==> src/rtl/mf_pkg.sv <==
// Shared matched-filter definitions: widths, tap type, FSM states, saturating negate.
package mf_pkg;

  localparam int unsigned COEF_W = 16;

  typedef struct packed {
    logic signed [COEF_W-1:0] re;
    logic signed [COEF_W-1:0] im;
  } coef_t;

  typedef enum logic {
    StIdle,
    StRun
  } state_e;

  // Two's-complement negate that clamps the most negative value to the most positive one.
  function automatic logic signed [COEF_W-1:0] sat_neg(input logic signed [COEF_W-1:0] x);
    if (x == {1'b1, {(COEF_W-1){1'b0}}}) begin
      return {1'b0, {(COEF_W-1){1'b1}}};
    end
    return -x;
  endfunction

endpackage

==> src/rtl/mf_coef_bank_if.sv <==
// Load port and tap-stream handshake of the coefficient bank.
interface mf_coef_bank_if #(
  parameter int unsigned DATA_W = 16,
  parameter int unsigned ADDR_W = 6
);
  logic                     wr_en;
  logic [ADDR_W-1:0]        wr_addr;
  logic signed [DATA_W-1:0] wr_re;
  logic signed [DATA_W-1:0] wr_im;
  logic                     wr_err;
  logic                     start;
  logic                     reverse;
  logic                     conj;
  logic signed [DATA_W-1:0] coef_re;
  logic signed [DATA_W-1:0] coef_im;
  logic                     coef_valid;
  logic                     coef_ready;
  logic                     coef_last;
  logic                     busy;

  modport slave (
    input  wr_en, wr_addr, wr_re, wr_im, start, reverse, conj, coef_ready,
    output wr_err, coef_re, coef_im, coef_valid, coef_last, busy
  );

  modport master (
    output wr_en, wr_addr, wr_re, wr_im, start, reverse, conj, coef_ready,
    input  wr_err, coef_re, coef_im, coef_valid, coef_last, busy
  );
endinterface

==> src/rtl/mf_coef_mem.sv <==
// Dual real/imaginary tap storage: one synchronous write port, one asynchronous read port.
// Not reset, so loaded taps survive a reset of the control logic.
module mf_coef_mem #(
  parameter int unsigned DATA_W = 16,
  parameter int unsigned DEPTH  = 61,
  parameter int unsigned ADDR_W = $clog2(DEPTH)
) (
  input  logic                     clk,
  input  logic                     wr_en,
  input  logic [ADDR_W-1:0]        wr_addr,
  input  logic signed [DATA_W-1:0] wr_re,
  input  logic signed [DATA_W-1:0] wr_im,
  input  logic [ADDR_W-1:0]        rd_addr,
  output logic signed [DATA_W-1:0] rd_re,
  output logic signed [DATA_W-1:0] rd_im
);

  logic signed [DATA_W-1:0] mem_re [DEPTH];
  logic signed [DATA_W-1:0] mem_im [DEPTH];

  // Commit a tap; the caller guarantees wr_addr < DEPTH when wr_en is set.
  always_ff @(posedge clk) begin
    if (wr_en) begin
      mem_re[wr_addr] <= wr_re;
      mem_im[wr_addr] <= wr_im;
    end
  end

  assign rd_re = mem_re[rd_addr];
  assign rd_im = mem_im[rd_addr];

endmodule

==> src/rtl/mf_coef_bank.sv <==
// Reloadable complex coefficient bank streaming all taps forward or reversed, optionally
// conjugated, over a valid/ready handshake.
module mf_coef_bank
  import mf_pkg::*;
#(
  parameter int unsigned DATA_W = COEF_W,
  parameter int unsigned DEPTH  = 61,
  parameter int unsigned ADDR_W = $clog2(DEPTH)
) (
  input logic           clk,
  input logic           rst,
  mf_coef_bank_if.slave bus
);

  localparam logic [ADDR_W-1:0] IDX_LAST = ADDR_W'(DEPTH - 1);
  localparam logic [ADDR_W:0]   DEPTH_W  = (ADDR_W + 1)'(DEPTH);

  state_e                   state_q, state_d;
  logic                     rev_q, rev_d;
  logic                     conj_q, conj_d;
  logic [ADDR_W-1:0]        idx_q, idx_d;
  logic [ADDR_W-1:0]        rd_addr;
  logic signed [DATA_W-1:0] rd_re, rd_im, rd_im_neg;
  logic signed [DATA_W-1:0] coef_re_q, coef_re_d;
  logic signed [DATA_W-1:0] coef_im_q, coef_im_d;
  logic                     valid_q, valid_d;
  logic                     last_q, last_d;
  logic                     wr_err_q, wr_err_d;
  logic                     load;
  logic                     wr_ok;

  // Writes only land while idle and in range; anything else is dropped and flagged.
  assign wr_ok    = bus.wr_en & (state_q == StIdle) & ({1'b0, bus.wr_addr} < DEPTH_W);
  assign wr_err_d = bus.wr_en & ~wr_ok;

  mf_coef_mem #(
    .DATA_W (DATA_W),
    .DEPTH  (DEPTH),
    .ADDR_W (ADDR_W)
  ) u_mem (
    .clk     (clk),
    .wr_en   (wr_ok),
    .wr_addr (bus.wr_addr),
    .wr_re   (bus.wr_re),
    .wr_im   (bus.wr_im),
    .rd_addr (rd_addr),
    .rd_re   (rd_re),
    .rd_im   (rd_im)
  );

  if (DATA_W == COEF_W) begin : g_neg_pkg
    assign rd_im_neg = sat_neg(rd_im);
  end else begin : g_neg_gen
    localparam logic signed [DATA_W-1:0] MIN_VAL = {1'b1, {(DATA_W-1){1'b0}}};
    localparam logic signed [DATA_W-1:0] MAX_VAL = {1'b0, {(DATA_W-1){1'b1}}};
    assign rd_im_neg = (rd_im == MIN_VAL) ? MAX_VAL : -rd_im;
  end

  // Sweep control: next state, index, read address and when the output register reloads.
  always_comb begin
    state_d = state_q;
    rev_d   = rev_q;
    conj_d  = conj_q;
    idx_d   = idx_q;
    valid_d = valid_q;
    last_d  = last_q;
    load    = 1'b0;
    rd_addr = idx_q;
    unique case (state_q)
      StIdle: begin
        if (bus.start) begin
          state_d = StRun;
          rev_d   = bus.reverse;
          conj_d  = bus.conj;
          idx_d   = bus.reverse ? IDX_LAST : ADDR_W'(0);
          load    = 1'b1;
        end
      end
      StRun: begin
        if (!valid_q) begin
          load = 1'b1;
        end else if (bus.coef_ready) begin
          if (last_q) begin
            state_d = StIdle;
            valid_d = 1'b0;
            last_d  = 1'b0;
          end else begin
            idx_d = rev_q ? (idx_q - ADDR_W'(1)) : (idx_q + ADDR_W'(1));
            load  = 1'b1;
          end
        end
      end
      default: state_d = StIdle;
    endcase
    if (load) begin
      rd_addr = idx_d;
      valid_d = 1'b1;
      last_d  = (idx_d == (rev_d ? ADDR_W'(0) : IDX_LAST));
    end
  end

  // Output data: capture the addressed tap on load, otherwise hold.
  always_comb begin
    coef_re_d = coef_re_q;
    coef_im_d = coef_im_q;
    if (load) begin
      coef_re_d = rd_re;
      coef_im_d = conj_d ? rd_im_neg : rd_im;
    end
  end

  // State and output registers; memory is deliberately outside this reset.
  always_ff @(posedge clk or negedge rst) begin
    if (!rst) begin
      state_q   <= StIdle;
      rev_q     <= 1'b0;
      conj_q    <= 1'b0;
      idx_q     <= '0;
      coef_re_q <= '0;
      coef_im_q <= '0;
      valid_q   <= 1'b0;
      last_q    <= 1'b0;
      wr_err_q  <= 1'b0;
    end else begin
      state_q   <= state_d;
      rev_q     <= rev_d;
      conj_q    <= conj_d;
      idx_q     <= idx_d;
      coef_re_q <= coef_re_d;
      coef_im_q <= coef_im_d;
      valid_q   <= valid_d;
      last_q    <= last_d;
      wr_err_q  <= wr_err_d;
    end
  end

  assign bus.coef_re    = coef_re_q;
  assign bus.coef_im    = coef_im_q;
  assign bus.coef_valid = valid_q;
  assign bus.coef_last  = last_q;
  assign bus.busy       = (state_q == StRun);
  assign bus.wr_err     = wr_err_q;

endmodule

==> src/flat_wrapper.sv <==
// flat-port wrapper written by rule: the top's interface ports become plain ports
module mf_coef_bank_flat import mf_pkg::*;
#(
  parameter int unsigned DATA_W = COEF_W,
  parameter int unsigned DEPTH  = 61,
  parameter int unsigned ADDR_W = $clog2(DEPTH)
)
  (clk, rst, bus_wr_en, bus_wr_addr, bus_wr_re, bus_wr_im, bus_start, bus_reverse, bus_conj, bus_coef_ready, bus_wr_err, bus_coef_re, bus_coef_im, bus_coef_valid, bus_coef_last, bus_busy);
  mf_coef_bank_if #(.DATA_W(DATA_W), .ADDR_W(ADDR_W)) bus_i ();
  input logic clk;
  input logic rst;
  input wire logic [$bits(bus_i.wr_en)-1:0] bus_wr_en;
  input wire logic [$bits(bus_i.wr_addr)-1:0] bus_wr_addr;
  input wire logic [$bits(bus_i.wr_re)-1:0] bus_wr_re;
  input wire logic [$bits(bus_i.wr_im)-1:0] bus_wr_im;
  input wire logic [$bits(bus_i.start)-1:0] bus_start;
  input wire logic [$bits(bus_i.reverse)-1:0] bus_reverse;
  input wire logic [$bits(bus_i.conj)-1:0] bus_conj;
  input wire logic [$bits(bus_i.coef_ready)-1:0] bus_coef_ready;
  output wire logic [$bits(bus_i.wr_err)-1:0] bus_wr_err;
  output wire logic [$bits(bus_i.coef_re)-1:0] bus_coef_re;
  output wire logic [$bits(bus_i.coef_im)-1:0] bus_coef_im;
  output wire logic [$bits(bus_i.coef_valid)-1:0] bus_coef_valid;
  output wire logic [$bits(bus_i.coef_last)-1:0] bus_coef_last;
  output wire logic [$bits(bus_i.busy)-1:0] bus_busy;
  assign bus_i.wr_en = bus_wr_en;
  assign bus_i.wr_addr = bus_wr_addr;
  assign bus_i.wr_re = bus_wr_re;
  assign bus_i.wr_im = bus_wr_im;
  assign bus_i.start = bus_start;
  assign bus_i.reverse = bus_reverse;
  assign bus_i.conj = bus_conj;
  assign bus_i.coef_ready = bus_coef_ready;
  assign bus_wr_err = bus_i.wr_err;
  assign bus_coef_re = bus_i.coef_re;
  assign bus_coef_im = bus_i.coef_im;
  assign bus_coef_valid = bus_i.coef_valid;
  assign bus_coef_last = bus_i.coef_last;
  assign bus_busy = bus_i.busy;
  mf_coef_bank #(.DATA_W(DATA_W), .DEPTH(DEPTH), .ADDR_W(ADDR_W)) u_core (.clk(clk), .rst(rst), .bus(bus_i));
endmodule
==> config.mk <==
export PLATFORM = sky130hd
export DESIGN_NAME = mf_coef_bank_flat
export DESIGN_NICKNAME = d
export VERILOG_FILES = /design/src/rtl/mf_pkg.sv /design/src/rtl/mf_coef_bank_if.sv /design/src/rtl/mf_coef_mem.sv /design/src/rtl/mf_coef_bank.sv /design/src/flat_wrapper.sv
export SDC_FILE = /design/constraint.sdc
export NUM_CORES = 2
export LEC_CHECK = 0
export CAP_MARGIN = 20
export CORE_AREA = 4 4 427 429
export DETAILED_ROUTE_END_ITERATION = 6
export DIE_AREA = 0 0 431 433
export DONT_BUFFER_PORTS = 1
export SYNTH_ARGS = -nofsm -noshare
export SYNTH_HDL_FRONTEND = slang
export SYNTH_SLANG_ARGS = --single-unit
==> constraint.sdc <==
create_clock -name clk -period 5.6 [get_ports clk]
set_input_delay 1.12 -clock clk [delete_from_list [all_inputs] [get_ports clk]]
set_output_delay 1.12 -clock clk [all_outputs]
set_load 0.05 [all_outputs]
==> out/summary.log <==
[run_status] outcome complete, no violations
[worst_setup_path] cell seen most often among critical-path stages sky130_fd_sc_hd__buf_4
[floorplanning] core area 0.1782 mm2
[worst_setup_path] launching instance or port of the critical path u_core.idx_q[0]$_DFF_PN0_
[grt] global-route wire length before repair 357.3 mm
[timing] worst clock skew 50.00 ps
[synthesis] most common cell in the synthesized netlist sky130_fd_sc_hd__edfxtp_1
[synthesis] average instance area after synthesis 13.65 um2
[floorplanning] die height 433 um
[synthesis] area fraction of the dominant cell type after synthesis 73.22%
[finish] final cell utilization of the core 50.94%
[floorplanning] total I/O pin count 81
[timing] relative slew slack 20.54%
[place] detailed placement HPWL 143.7 mm
[synthesis] Post-synth ARST share 2.204%
[finish] net count of the finished layout 6,016
[worst_setup_path] crit-path max FO 28
[grt] antenna violations before repair 6
[finish] total of fill cells in the finished design 14,850
[synthesis] cell type contributing the most total cell area after synthesis sky130_fd_sc_hd__edfxtp_1
[drt] TritonRoute pass-1 iters 5
[floorplanning] effective utilization at floorplan 44.92%
[place] standard cell area after detailed placement 0.08458 mm2
[drt] final antenna-violating net count 0
[min_path] path category of the worst min-delay check in -> async
[worst_setup_path] Buf/Inv on CP 5
[synthesis] count of mapped cells out of synthesis 5,864
[grt] number of global-route vias before repair 49,110
[timing] transition at the pin with the smallest max-transition slack 1184 ps
[clocking] Post-CTS Setup Repair Bufs 0
[clocking] buffer depth of the longest clock path 3
[timing] setup repair after global routing missed its margin no
[finish] number of non-filler instances in the completed layout 8,479
[clocking] clock root buffer master sky130_fd_sc_hd__clkbuf_16
[grt] global routing usage summed across all routing layers 26.33%
[worst_setup_path] Crit path largest cell delay 490 ps
[worst_setup_path] Worst Setup Start Kind flip-flop
[worst_setup_path] ordered list of cells on the worst path fa_1 -> xor2_1 -> o22a_1 -> nand2_4 -> inv_8 -> buf_12 -> buf_4 -> mux2i_1 -> a22oi_1 -> a22oi_1 -> a21oi_1 -> buf_4 -> o311a_1 -> nor3_1 -> nand2_1 -> buf_4 -> or3_1 -> a41oi_1
[worst_setup_path] slowest stage cell on the critical path sky130_fd_sc_hd__nor3_1
[synthesis] synthesized flop and latch total 1,996
[flow_run] Maximum Capacitance Violations 0
[worst_setup_path] type of the worst setup path reg -> reg
[clocking] clk_lat worst skew 840 ps
[drt] post-DR vias/cell 6.146
[timing] endpoints failing hold 0
[worst_setup_path] category of cells accounting for the largest share of critical-path delay compound AO/OA/AOI/OAI gates
[finish] Register Area 0.05972 mm2
[synthesis] number of flops mapped to enable cells by yosys 1,952
[synthesis] synth cell count leaders 1,952 x sky130_fd_sc_hd__edfxtp_1, 1,517 x sky130_fd_sc_hd__nand2_1, 690 x sky130_fd_sc_hd__nand3_1, 227 x sky130_fd_sc_hd__clkbuf_1, 181 x sky130_fd_sc_hd__a311oi_1
[finish] share of layout cells above drive strength 1 11.37%
[synthesis] Top FF cell, synth sky130_fd_sc_hd__edfxtp_1
[timing] worst setup slack after layout 319.3 ps
[floorplanning] Die Wd 431 um
[clocking] Max H-tree Level 4
[clocking] clock-pin transition on the worst setup and hold timing paths 70 ps
[place] minimum setup slack after placement -305.4 ps
[drt] via count of the routed design 52,110
[worst_setup_path] worst reg2reg startpoint u_core.idx_q[0]$_DFF_PN0_
[drt] routed wire length 250.3 mm
[place] weighted congestion at the end of routability-driven global placement 0.9432
[floorplanning] Die Footprint 0.1866 mm2
[synthesis] register area share after synthesis 74.59%
[worst_setup_path] CP arrival 6030 ps
[finish] P&R area growth vs syn 13.40%
[clocking] CTS tree done
[clocking] TritonCTS Sinks 1,996
[synthesis] synthesized net count 5,915
[worst_setup_path] required time of the critical path 6350 ps
[drt] residual DRC count 0
[drt] DRT iter0 DRCs 6,593
[timing] top achievable clock speed 189.4 MHz
[synthesis] count of cell types in the netlist 84
[timing] fin crit period 5281 ps
[synthesis] top cells by area in the synthesized netlist sky130_fd_sc_hd__edfxtp_1 73%, sky130_fd_sc_hd__nand2_1 7.1%, sky130_fd_sc_hd__nand3_1 4.3%, sky130_fd_sc_hd__a311oi_1 2.0%, sky130_fd_sc_hd__mux2i_1 1.5%
[grt] global route total overflow 0
[timing] fin. max-slew vios 0
[place] Placed Cells incl. Taps 8,118
[finish] area of the multi-input gates 0.01903 mm2
[timing] final period utilization 94.30%
[synthesis] warnings from Yosys 0
[grt] maximum number of pins on one net before global-route repair 133
[clocking] number of buffers added by the clock tree synthesis step 198
[synthesis] Netlist Area Pre-Place 0.08006 mm2
[place] I/O Buffers 0
[finish] final std cell area, no fill 0.09078 mm2
[timing] number of setup violations in the final report 0
[floorplanning] number of placement rows 155
[drt] average wire per cell in the routed design 29.53 um
[worst_setup_path] kind of capture point of the worst setup path flip-flop
[registers in the layout (all words and copies together), names as in the netlist]
signal                 flops
u_core.bus.busy            1
u_core.bus.coef_im        16
u_core.bus.coef_last       1
u_core.bus.coef_re        16
u_core.bus.coef_valid      1
u_core.bus.wr_err          1
u_core.conj_q              1
u_core.idx_q               6
u_core.rev_q               1
u_core.u_mem.mem_im      976
u_core.u_mem.mem_re      976
[cells by family (layout without fill, tap and decap cells)]
logic type               count (synthesis)  count (layout)  share of synthesized area [%]
adder cells (fa/ha/maj)                  6               6                         0.1031
multiplexers                           149             149                          2.216
buffers and inverters                  424             679                          2.307
XOR/XNOR                                10              10                         0.1094
AO/OA/AOI/OAI                          709             709                          6.717
other                                    0               5                              0
AND/OR/NAND/NOR                       2570            2570                          13.96
flip-flops                            1996            1996                          74.59
[layer usage]
| metal | routed length [um] | track usage, % |
|---|---|---|
| met1 | 98460 | 35.82 |
| met2 | 117600 | 42.01 |
| met3 | 23770 | 5.343 |
| met4 | 10550 | 10.12 |
| met5 | 0 | 0 |
[what timing repair did]
| item | CTS | global route |
|---|---|---|
| hold endpoints to repair | 44 | 0 |
| setup endpoints to repair | 11 | 11 |
| hold buffers | 1 | 0 |
| resized for setup | 1 | 1 |
[placed cells by master (no fill, tap or decap), types with 8 or more instances in the layout]
master                      count
sky130_fd_sc_hd__a31oi_1       82
sky130_fd_sc_hd__nand3_1      690
sky130_fd_sc_hd__o22ai_1       26
sky130_fd_sc_hd__nand4_1       29
sky130_fd_sc_hd__nor2_1        57
sky130_fd_sc_hd__dfrtp_1       44
sky130_fd_sc_hd__mux2i_1      121
sky130_fd_sc_hd__a32oi_1       19
sky130_fd_sc_hd__a22oi_1       52
sky130_fd_sc_hd__a221oi_1      16
sky130_fd_sc_hd__clkbuf_16    198
sky130_fd_sc_hd__bufinv_16      8
sky130_fd_sc_hd__a2111oi_0     20
sky130_fd_sc_hd__mux4_2        21
sky130_fd_sc_hd__a22o_1        12
sky130_fd_sc_hd__o21ai_0       32
sky130_fd_sc_hd__edfxtp_1    1952
sky130_fd_sc_hd__nor3_1        24
sky130_fd_sc_hd__a21oi_1       67
sky130_fd_sc_hd__nor2_4        61
sky130_fd_sc_hd__o31ai_1       18
sky130_fd_sc_hd__buf_12        39
sky130_fd_sc_hd__inv_1          8
sky130_fd_sc_hd__o221ai_1      11
sky130_fd_sc_hd__clkbuf_1      61
sky130_fd_sc_hd__nand2_1     1514
sky130_fd_sc_hd__a311oi_1     181
sky130_fd_sc_hd__buf_4        269
sky130_fd_sc_hd__and3_1       123
sky130_fd_sc_hd__a211oi_1      88
sky130_fd_sc_hd__clkinv_2      33
sky130_fd_sc_hd__o22a_1        13
sky130_fd_sc_hd__clkinv_1      30
[final timing paths]
path,end,slack [ps],cells past startpoint
setup / recovery,u_core.bus.coef_im[15]$_DFFE_PN0N_,320,18
hold / removal,u_core.bus.coef_re[12]$_DFFE_PN0N_,140,1
setup reg to reg,u_core.bus.coef_im[15]$_DFFE_PN0N_,320,18
hold reg to reg,u_core.bus.coef_re[3]$_DFFE_PN0N_,820,4
max in group asynchronous,u_core.idx_q[3]$_DFF_PN0_,5180,1
min in group clk,u_core.u_mem.mem_im[3][9]$_DFFE_PP_,370,0
[worst reg2reg max path: stages (launching register included)]
cell and delay, ps:
sky130_fd_sc_hd__dfrtp_1 400, sky130_fd_sc_hd__fa_1 480, sky130_fd_sc_hd__xor2_1 230, sky130_fd_sc_hd__o22a_1 290, sky130_fd_sc_hd__nand2_4 220, sky130_fd_sc_hd__inv_8 330
sky130_fd_sc_hd__buf_12 260, sky130_fd_sc_hd__buf_4 270, sky130_fd_sc_hd__mux2i_1 230, sky130_fd_sc_hd__a22oi_1 140, sky130_fd_sc_hd__a22oi_1 220, sky130_fd_sc_hd__a21oi_1 170
sky130_fd_sc_hd__buf_4 170, sky130_fd_sc_hd__o311a_1 320, sky130_fd_sc_hd__nor3_1 490, sky130_fd_sc_hd__nand2_1 210, sky130_fd_sc_hd__buf_4 200, sky130_fd_sc_hd__or3_1 340
sky130_fd_sc_hd__a41oi_1 220
[cell type report]
| type | count | area share [%] |
|---|---|---|
| inverter | 15 | 0.1075 |
| timing repair buffer | 310 | 3.145 |
| sequential | 1996 | 65.78 |
| clock buffer | 266 | 5.816 |
| clock inverter | 88 | 0.9289 |
| tap | 2355 | 3.246 |
| antenna | 5 | 0.01378 |
| multi-input combinational | 3444 | 20.96 |
[through the flow]
| stage | hold slack, ps | TNS [ps] |
|---|---|---|
| after global placement | 797.0 | -3418 |
| after detailed placement | 802.3 | -3296 |
| after CTS | 99.61 | 0 |
| after floorplan | 646.5 | 0 |
| after global routing | 129.0 | 0 |
| final | 138.5 | 0 |
Power is not shown: default switching activity piles up to over one toggle a cycle in this logic, so the estimate is an artifact.
